[src/rtl/local_cmd_arbiter.sv]
// ----------------------------------------------------------------------------
// local_cmd_arbiter
//   Shares the single 65-bit local-bus command port between NUM_REQ
//   requesters. Grants are round-robin, only one command is outstanding at a
//   time, and the granted requester receives either the read data or a
//   timeout status once the local-bus master finishes (or fails to finish).
//
//   Command format (per requester slot and on command_o):
//     [64]    1 = read, 0 = write
//     [63:32] address
//     [31:0]  write data
//
// Ports
//   clk             system clock
//   reset           asynchronous, active-low reset
//   req_valid_i     per-requester command pending (level, held until ready)
//   req_cmd_i       requester i command at [65*i+64 : 65*i]
//   req_ready_o     one-cycle pulse: command of requester i accepted
//   resp_valid_o    one-cycle pulse: transaction of requester i finished
//   resp_data_o     read data with resp_valid_o (0 for writes / timeout)
//   resp_timeout_o  qualifies resp_valid_o: 1 = aborted on timeout
//   command_o       command to the local-bus master (held until next issue)
//   command_wr_o    one-cycle write strobe for command_o
//   cmd_done_i      one-cycle pulse from the local-bus master: complete
//   cmd_rdata_i     read data, valid with cmd_done_i
// ----------------------------------------------------------------------------
module local_cmd_arbiter #(
    parameter int NUM_REQ = 4,
    parameter int TIMEOUT = 512
) (
    input  logic                     clk,
    input  logic                     reset,
    input  logic [NUM_REQ-1:0]       req_valid_i,
    input  logic [NUM_REQ*65-1:0]    req_cmd_i,
    output logic [NUM_REQ-1:0]       req_ready_o,
    output logic [NUM_REQ-1:0]       resp_valid_o,
    output logic [31:0]              resp_data_o,
    output logic                     resp_timeout_o,
    output logic [64:0]              command_o,
    output logic                     command_wr_o,
    input  logic                     cmd_done_i,
    input  logic [31:0]              cmd_rdata_i
);

    localparam int IDX_W = $clog2(NUM_REQ);
    localparam int CNT_W = $clog2(TIMEOUT) + 1;
    localparam int CMD_W = 65;

    typedef enum logic [1:0] {
        ST_IDLE  = 2'd0,
        ST_ISSUE = 2'd1,
        ST_WAIT  = 2'd2,
        ST_RESP  = 2'd3
    } state_e;

    state_e               state_q;
    logic [IDX_W-1:0]     rr_ptr_q;
    logic [IDX_W-1:0]     grant_q;
    logic [CNT_W-1:0]     cnt_q;
    logic [NUM_REQ-1:0]   req_ready_q;
    logic [NUM_REQ-1:0]   resp_valid_q;
    logic [31:0]          resp_data_q;
    logic                 resp_timeout_q;
    logic [CMD_W-1:0]     command_q;
    logic                 command_wr_q;

    logic [IDX_W-1:0]     grant_s;
    logic [CMD_W-1:0]     grant_cmd_s;
    logic [IDX_W-1:0]     rr_next_s;
    logic                 timeout_hit_s;

    // First set bit of valid, searching upward from ptr and wrapping at NUM_REQ.
    function automatic logic [IDX_W-1:0] rr_pick(
        input logic [NUM_REQ-1:0] valid,
        input logic [IDX_W-1:0]   ptr
    );
        logic [IDX_W-1:0] pick;
        logic             found;
        logic [IDX_W:0]   cand;
        pick  = ptr;
        found = 1'b0;
        for (int k = 0; k < NUM_REQ; k++) begin
            cand = {1'b0, ptr} + (IDX_W+1)'(k);
            if (cand >= (IDX_W+1)'(NUM_REQ)) begin
                cand = cand - (IDX_W+1)'(NUM_REQ);
            end else begin
                cand = cand;
            end
            if (!found && valid[cand[IDX_W-1:0]]) begin
                pick  = cand[IDX_W-1:0];
                found = 1'b1;
            end else begin
                pick  = pick;
                found = found;
            end
        end
        return pick;
    endfunction

    function automatic logic [NUM_REQ-1:0] to_onehot(input logic [IDX_W-1:0] idx);
        logic [NUM_REQ-1:0] oh;
        oh      = '0;
        oh[idx] = 1'b1;
        return oh;
    endfunction

    // Grant candidate and its command, evaluated against the current rr pointer.
    always_comb begin
        grant_s     = rr_pick(req_valid_i, rr_ptr_q);
        grant_cmd_s = '0;
        for (int i = 0; i < NUM_REQ; i++) begin
            if (grant_s == IDX_W'(i)) begin
                grant_cmd_s = req_cmd_i[CMD_W*i +: CMD_W];
            end else begin
                grant_cmd_s = grant_cmd_s;
            end
        end
    end

    // Pointer following the active grant, and the timeout-limit detect.
    always_comb begin
        if (grant_q == IDX_W'(NUM_REQ-1)) begin
            rr_next_s = '0;
        end else begin
            rr_next_s = grant_q + IDX_W'(1);
        end
        timeout_hit_s = (cnt_q == CNT_W'(TIMEOUT-1));
    end

    // Arbiter FSM with all outputs registered. Outputs that must be visible
    // during ISSUE/RESP are loaded on the edge that enters those states.
    // The counter is 0 during ISSUE, so it equals cycles-since-issue in WAIT.
    always_ff @(posedge clk or negedge reset) begin
        if (!reset) begin
            state_q        <= ST_IDLE;
            rr_ptr_q       <= '0;
            grant_q        <= '0;
            cnt_q          <= '0;
            req_ready_q    <= '0;
            resp_valid_q   <= '0;
            resp_data_q    <= 32'd0;
            resp_timeout_q <= 1'b0;
            command_q      <= '0;
            command_wr_q   <= 1'b0;
        end else begin
            req_ready_q  <= '0;
            command_wr_q <= 1'b0;
            resp_valid_q <= '0;
            case (state_q)
                ST_IDLE: begin
                    if (|req_valid_i) begin
                        grant_q      <= grant_s;
                        command_q    <= grant_cmd_s;
                        command_wr_q <= 1'b1;
                        req_ready_q  <= to_onehot(grant_s);
                        cnt_q        <= '0;
                        state_q      <= ST_ISSUE;
                    end else begin
                        state_q      <= ST_IDLE;
                    end
                end
                ST_ISSUE: begin
                    cnt_q   <= cnt_q + CNT_W'(1);
                    state_q <= ST_WAIT;
                end
                ST_WAIT: begin
                    // Completion takes priority over the timeout limit.
                    if (cmd_done_i) begin
                        resp_valid_q   <= to_onehot(grant_q);
                        resp_timeout_q <= 1'b0;
                        resp_data_q    <= command_q[64] ? cmd_rdata_i : 32'd0;
                        state_q        <= ST_RESP;
                    end else if (timeout_hit_s) begin
                        resp_valid_q   <= to_onehot(grant_q);
                        resp_timeout_q <= 1'b1;
                        resp_data_q    <= 32'd0;
                        state_q        <= ST_RESP;
                    end else begin
                        cnt_q          <= cnt_q + CNT_W'(1);
                        state_q        <= ST_WAIT;
                    end
                end
                ST_RESP: begin
                    resp_timeout_q <= 1'b0;
                    resp_data_q    <= 32'd0;
                    rr_ptr_q       <= rr_next_s;
                    state_q        <= ST_IDLE;
                end
                default: begin
                    state_q <= ST_IDLE;
                end
            endcase
        end
    end

    assign req_ready_o    = req_ready_q;
    assign resp_valid_o   = resp_valid_q;
    assign resp_data_o    = resp_data_q;
    assign resp_timeout_o = resp_timeout_q;
    assign command_o      = command_q;
    assign command_wr_o   = command_wr_q;

endmodule

[config.mk]
export PLATFORM = sky130hd
export DESIGN_NAME = local_cmd_arbiter
export DESIGN_NICKNAME = d
export VERILOG_FILES = /design/src/rtl/local_cmd_arbiter.sv
export SDC_FILE = /design/constraint.sdc
export NUM_CORES = 1
export LEC_CHECK = 0
export ABC_AREA = 1
export ABC_CLOCK_PERIOD_IN_PS = 4270
export CORE_AREA = 4 4 154 156
export CTS_BUF_LIST = sky130_fd_sc_hd__clkbuf_8
export CTS_CLUSTER_SIZE = 14
export DETAILED_ROUTE_END_ITERATION = 10
export DIE_AREA = 0 0 158 160
export PLACE_DENSITY = 0.8
export REMOVE_ABC_BUFFERS = 1
export SYNTH_ARGS = -nofsm -noshare
export SYNTH_HDL_FRONTEND = slang
export SYNTH_SLANG_ARGS = --single-unit
[constraint.sdc]
create_clock -name clk -period 4.27 [get_ports clk]
set_input_delay 0.6405 -clock clk [delete_from_list [all_inputs] [get_ports clk]]
set_output_delay 0.6405 -clock clk [all_outputs]
set_load 0.02 [all_outputs]
==> flow_summary_export.csv <==
group,metric,value,unit
timing,post-route-min-period,2.79,ns
setup_path,cp_data_arrival_time,3.15,ns
grt,antenna_found_initial,2,
power,ir_drop,0.000643,V
grt,grt_use_met1,0.264,
cts,cts_resized,0,
detailed_routing,drtIter0Drc,649,
cts,cts_made_buffers,17,
flow_run,maxCapViolations,0,
detailed_routing,ant_nets,0,
setup_path,crit_start,"rr_ptr_q[0]",
synth,async_flop_share,1.00,
setup_path,start_kind,"register",
synth,syn_inst,1052,
cells_and_area,layout_commonest_cell,"clkdlybuf4s50_1",
synth,synth_flop_cell,"dfrtp_1",
detailed_routing,num_vias,8544,
timing,fin_crit_sh,0.653,
synth,synthesis.area,0.00743,mm²
detailed_routing,routed_wl,28.6,mm
place,io_buffers,405,
power,power_frac_comb,0.691,
power,p_leak,5.50,nW
synth,synth_top_area_cell,"dfrtp_1",
timing,max_slew.worst_pin.slew,1.00,ns
setup_path,critPathMostFrequentCell,"nand2_1",
grt,grt_pass1_vias,8228,
setup_path,critPathMaxFanout,49,
floorplanning,die_x,158,µm
floorplanning,coreArea,0.0224,mm²
place,globalplace.congestion,0.918,
floorplanning,die_h,160,µm
detailed_routing,avgRoutedWirePerCell,16.7,µm
grt,grtUsageTotal,0.214,
cells_and_area,seq_area,0.00308,mm²
floorplanning,initial_core_util,0.332,
cells_and_area,multi_input_area,0.00382,mm²
synth,synth.area.top_cells,"dfrtp_1 (41%), nand2_1 (16%), nand3_1 (15%)",
setup_path,crit_chain,"inv_4, nand2_1, nand2_1, nand2_2, nand2_4, nand2_1, nand2_1, nand2_1, nand2_1, nand2_1, nand2_1, nand2_2, o21ai_0, nand3_1, nand2_1, nand2_1",
grt,grt_overflow,0,
cts,cts_hold_buf,0,
grt,grt_pass1_wl,43.5,mm
setup_path,cp-end-kind,"register",
grt,met2_usage,0.366,
setup_path,r2r_start,"rr_ptr_q[0]",
synth,syn_area_per_cell,7.07,µm²
setup_path,rr_worst_depth,16,
run_status,status,"finished, final reports clean",
timing,grt_setup_unrepaired,"false",
cells_and_area,area_growth,60.7,%
grt,busiest_layer,"met2",
synth,yosysSeqAreaShare,0.414,
cells_and_area,nets,1727,
grt,use_met3,0.0515,
cells_and_area,mostFrequentLayoutCells,"clkdlybuf4s50_1 (404), nand2_1 (313), nand3_1 (226)",
timing,maxSlewViolCount,0,
power,p_clk_frac,0.106,
power,share_seq_of_total_power,0.203,
detailed_routing,post-route-drc-count,0,
cts,post_cts_buffers,0,
power,swShare,0.523,
synth,synth_cell_types,33,
cells_and_area,nFillCells,2126,
cells_and_area,drive_above_1_share,0.0524,
min_path,min_path_type,"in2async",
synth,synth_warnings,0,
synth,synth_top_area_frac,0.414,
timing,relSlewSlack,0.330,
synth,ys_ff_latch,123,
setup_path,cp_slowest_cell,"nand2_2",
setup_path,cpPeakStageDelay,0.73,ns
setup_path,critical_path_class,"reg2reg",
place,post-dp-hpwl,21.3,mm
cts,worstSkewPairLatency,0.43,ns
power,intPower,0.00465,W
cells_and_area,fin_util,0.534,
cts,clkSlewWorstSetupHoldPaths,0.08,ns
grt,grt_max_degree,75,
timing,fmax,358,MHz
floorplanning,ioPinCount,406,
power,power.density,817,mW/mm²
timing,hold_violations,0,
synth,synth_edf_count,0,
timing,setup_tns,0,ns
power,power.switching,0.00511,W
setup_path,crit_required,4.63,ns
cts,cts-htree-levels,4,
detailed_routing,viasPerCell,4.97,
floorplanning,fp-row-count,55,
cts,root_buffer,"clkbuf_8",
cts,cts_buffer_depth,2,
cts,cts.sinks,123,
detailed_routing,firstDrtPassIters,5,
timing,fin_skew,0.0140,ns
timing,setup-violations-final,0,
cts,cts_tree,"yes",
floorplanning,die_area,0.0253,mm²
[cell families (layout without fill, tap and decap cells)]
family | after synthesis | after routing | share of synthesized area
AOI/OAI and AO/OA | 82 | 82 | 0.0629
xor gates and xnor gates | 4 | 4 | 0.00471
adders and majority gates | 9 | 9 | 0.0151
buffers and inverters | 104 | 484 | 0.0756
DFF | 123 | 123 | 0.414
other | 0 | 1 | 0
and+or+nand+nor | 730 | 730 | 0.428
[per-layer routing]
metal / wire (µm) / share of wire
met5: 13 / 0.00045
met4: 535 / 0.019
met3: 2370 / 0.083
met2: 14300 / 0.50
met1: 11400 / 0.40
[per-stage QoR]
step                power [W]  cell area [µm²]  cells  worst slack, ns  hold slack, ns
global placement      0.00859            11600   1685             1.16           0.461
floorplan             0.00608             7000    981            0.462           0.345
CTS                   0.00982            11900   1717             1.53           0.311
global route           0.0106            11900   1718             1.19           0.353
finish                0.00976            11900   1718             1.48           0.319
detailed placement    0.00874            11600   1685             1.12           0.464
[synth_stat cells, types with 3 or more instances]
cell / count
a21boi_0: 8
a21boi_1: 10
a21oi_1: 5
buf_2: 16
buf_4: 5
buf_6: 17
clkbuf_1: 33
dfrtp_1: 123
ha_1: 9
inv_1: 29
nand2_1: 316
nand2_2: 9
nand2_4: 3
nand3_1: 226
nand3b_1: 6
nor2_1: 147
nor3_1: 10
o21ai_0: 53
or2_1: 4
xor2_1: 4
[power by group through the flow]
stage	clock, W	sequential, W	combinational (W)
after detailed placement	0	0.00198	0.00676
after global routing	0.00112	0.00204	0.00746
after floorplan	0	0.00249	0.00359
final	0.00104	0.00198	0.00675
after global placement	0	0.00198	0.00661
after CTS	0.00108	0.00198	0.00676
[layout make-up]
type,count,share of cell area
repair buffers,419,0.349
multi-input cells,825,0.320
flip-flops and latches,123,0.258
well taps,285,0.0298
clock buffers,18,0.0207
clock inverters,14,0.0121
inverters,33,0.0108
diodes,1,0.000209
[final timing paths]
check	end	slack [ns]
max	command_o[22]	1.48
min	resp_timeout_o	0.32
max reg2reg	command_o[22]	1.48
min reg2reg	command_o[44]	0.48
max in group asynchronous	command_o[64]	2.94
min in group clk	command_o[44]	0.48
[registers in the layout (all words and copies together), names as in the netlist]
register / count
cnt_q: 10
resp_timeout_o: 1
grant_q: 2
command_o: 65
command_wr_o: 1
resp_data_o: 32
resp_valid_o: 4
rr_ptr_q: 2
req_ready_o: 4
state_q: 2
[critical path: cells and delay by family, from the launching register on]
family / cells / cell delay [ns]
buffers and inverters: 1 / 0.12
AOI/OAI and AO/OA: 1 / 0.29
DFF: 1 / 0.60
and+or+nand+nor: 14 / 1.71
Note: power is estimated with default switching activity, not from simulation.
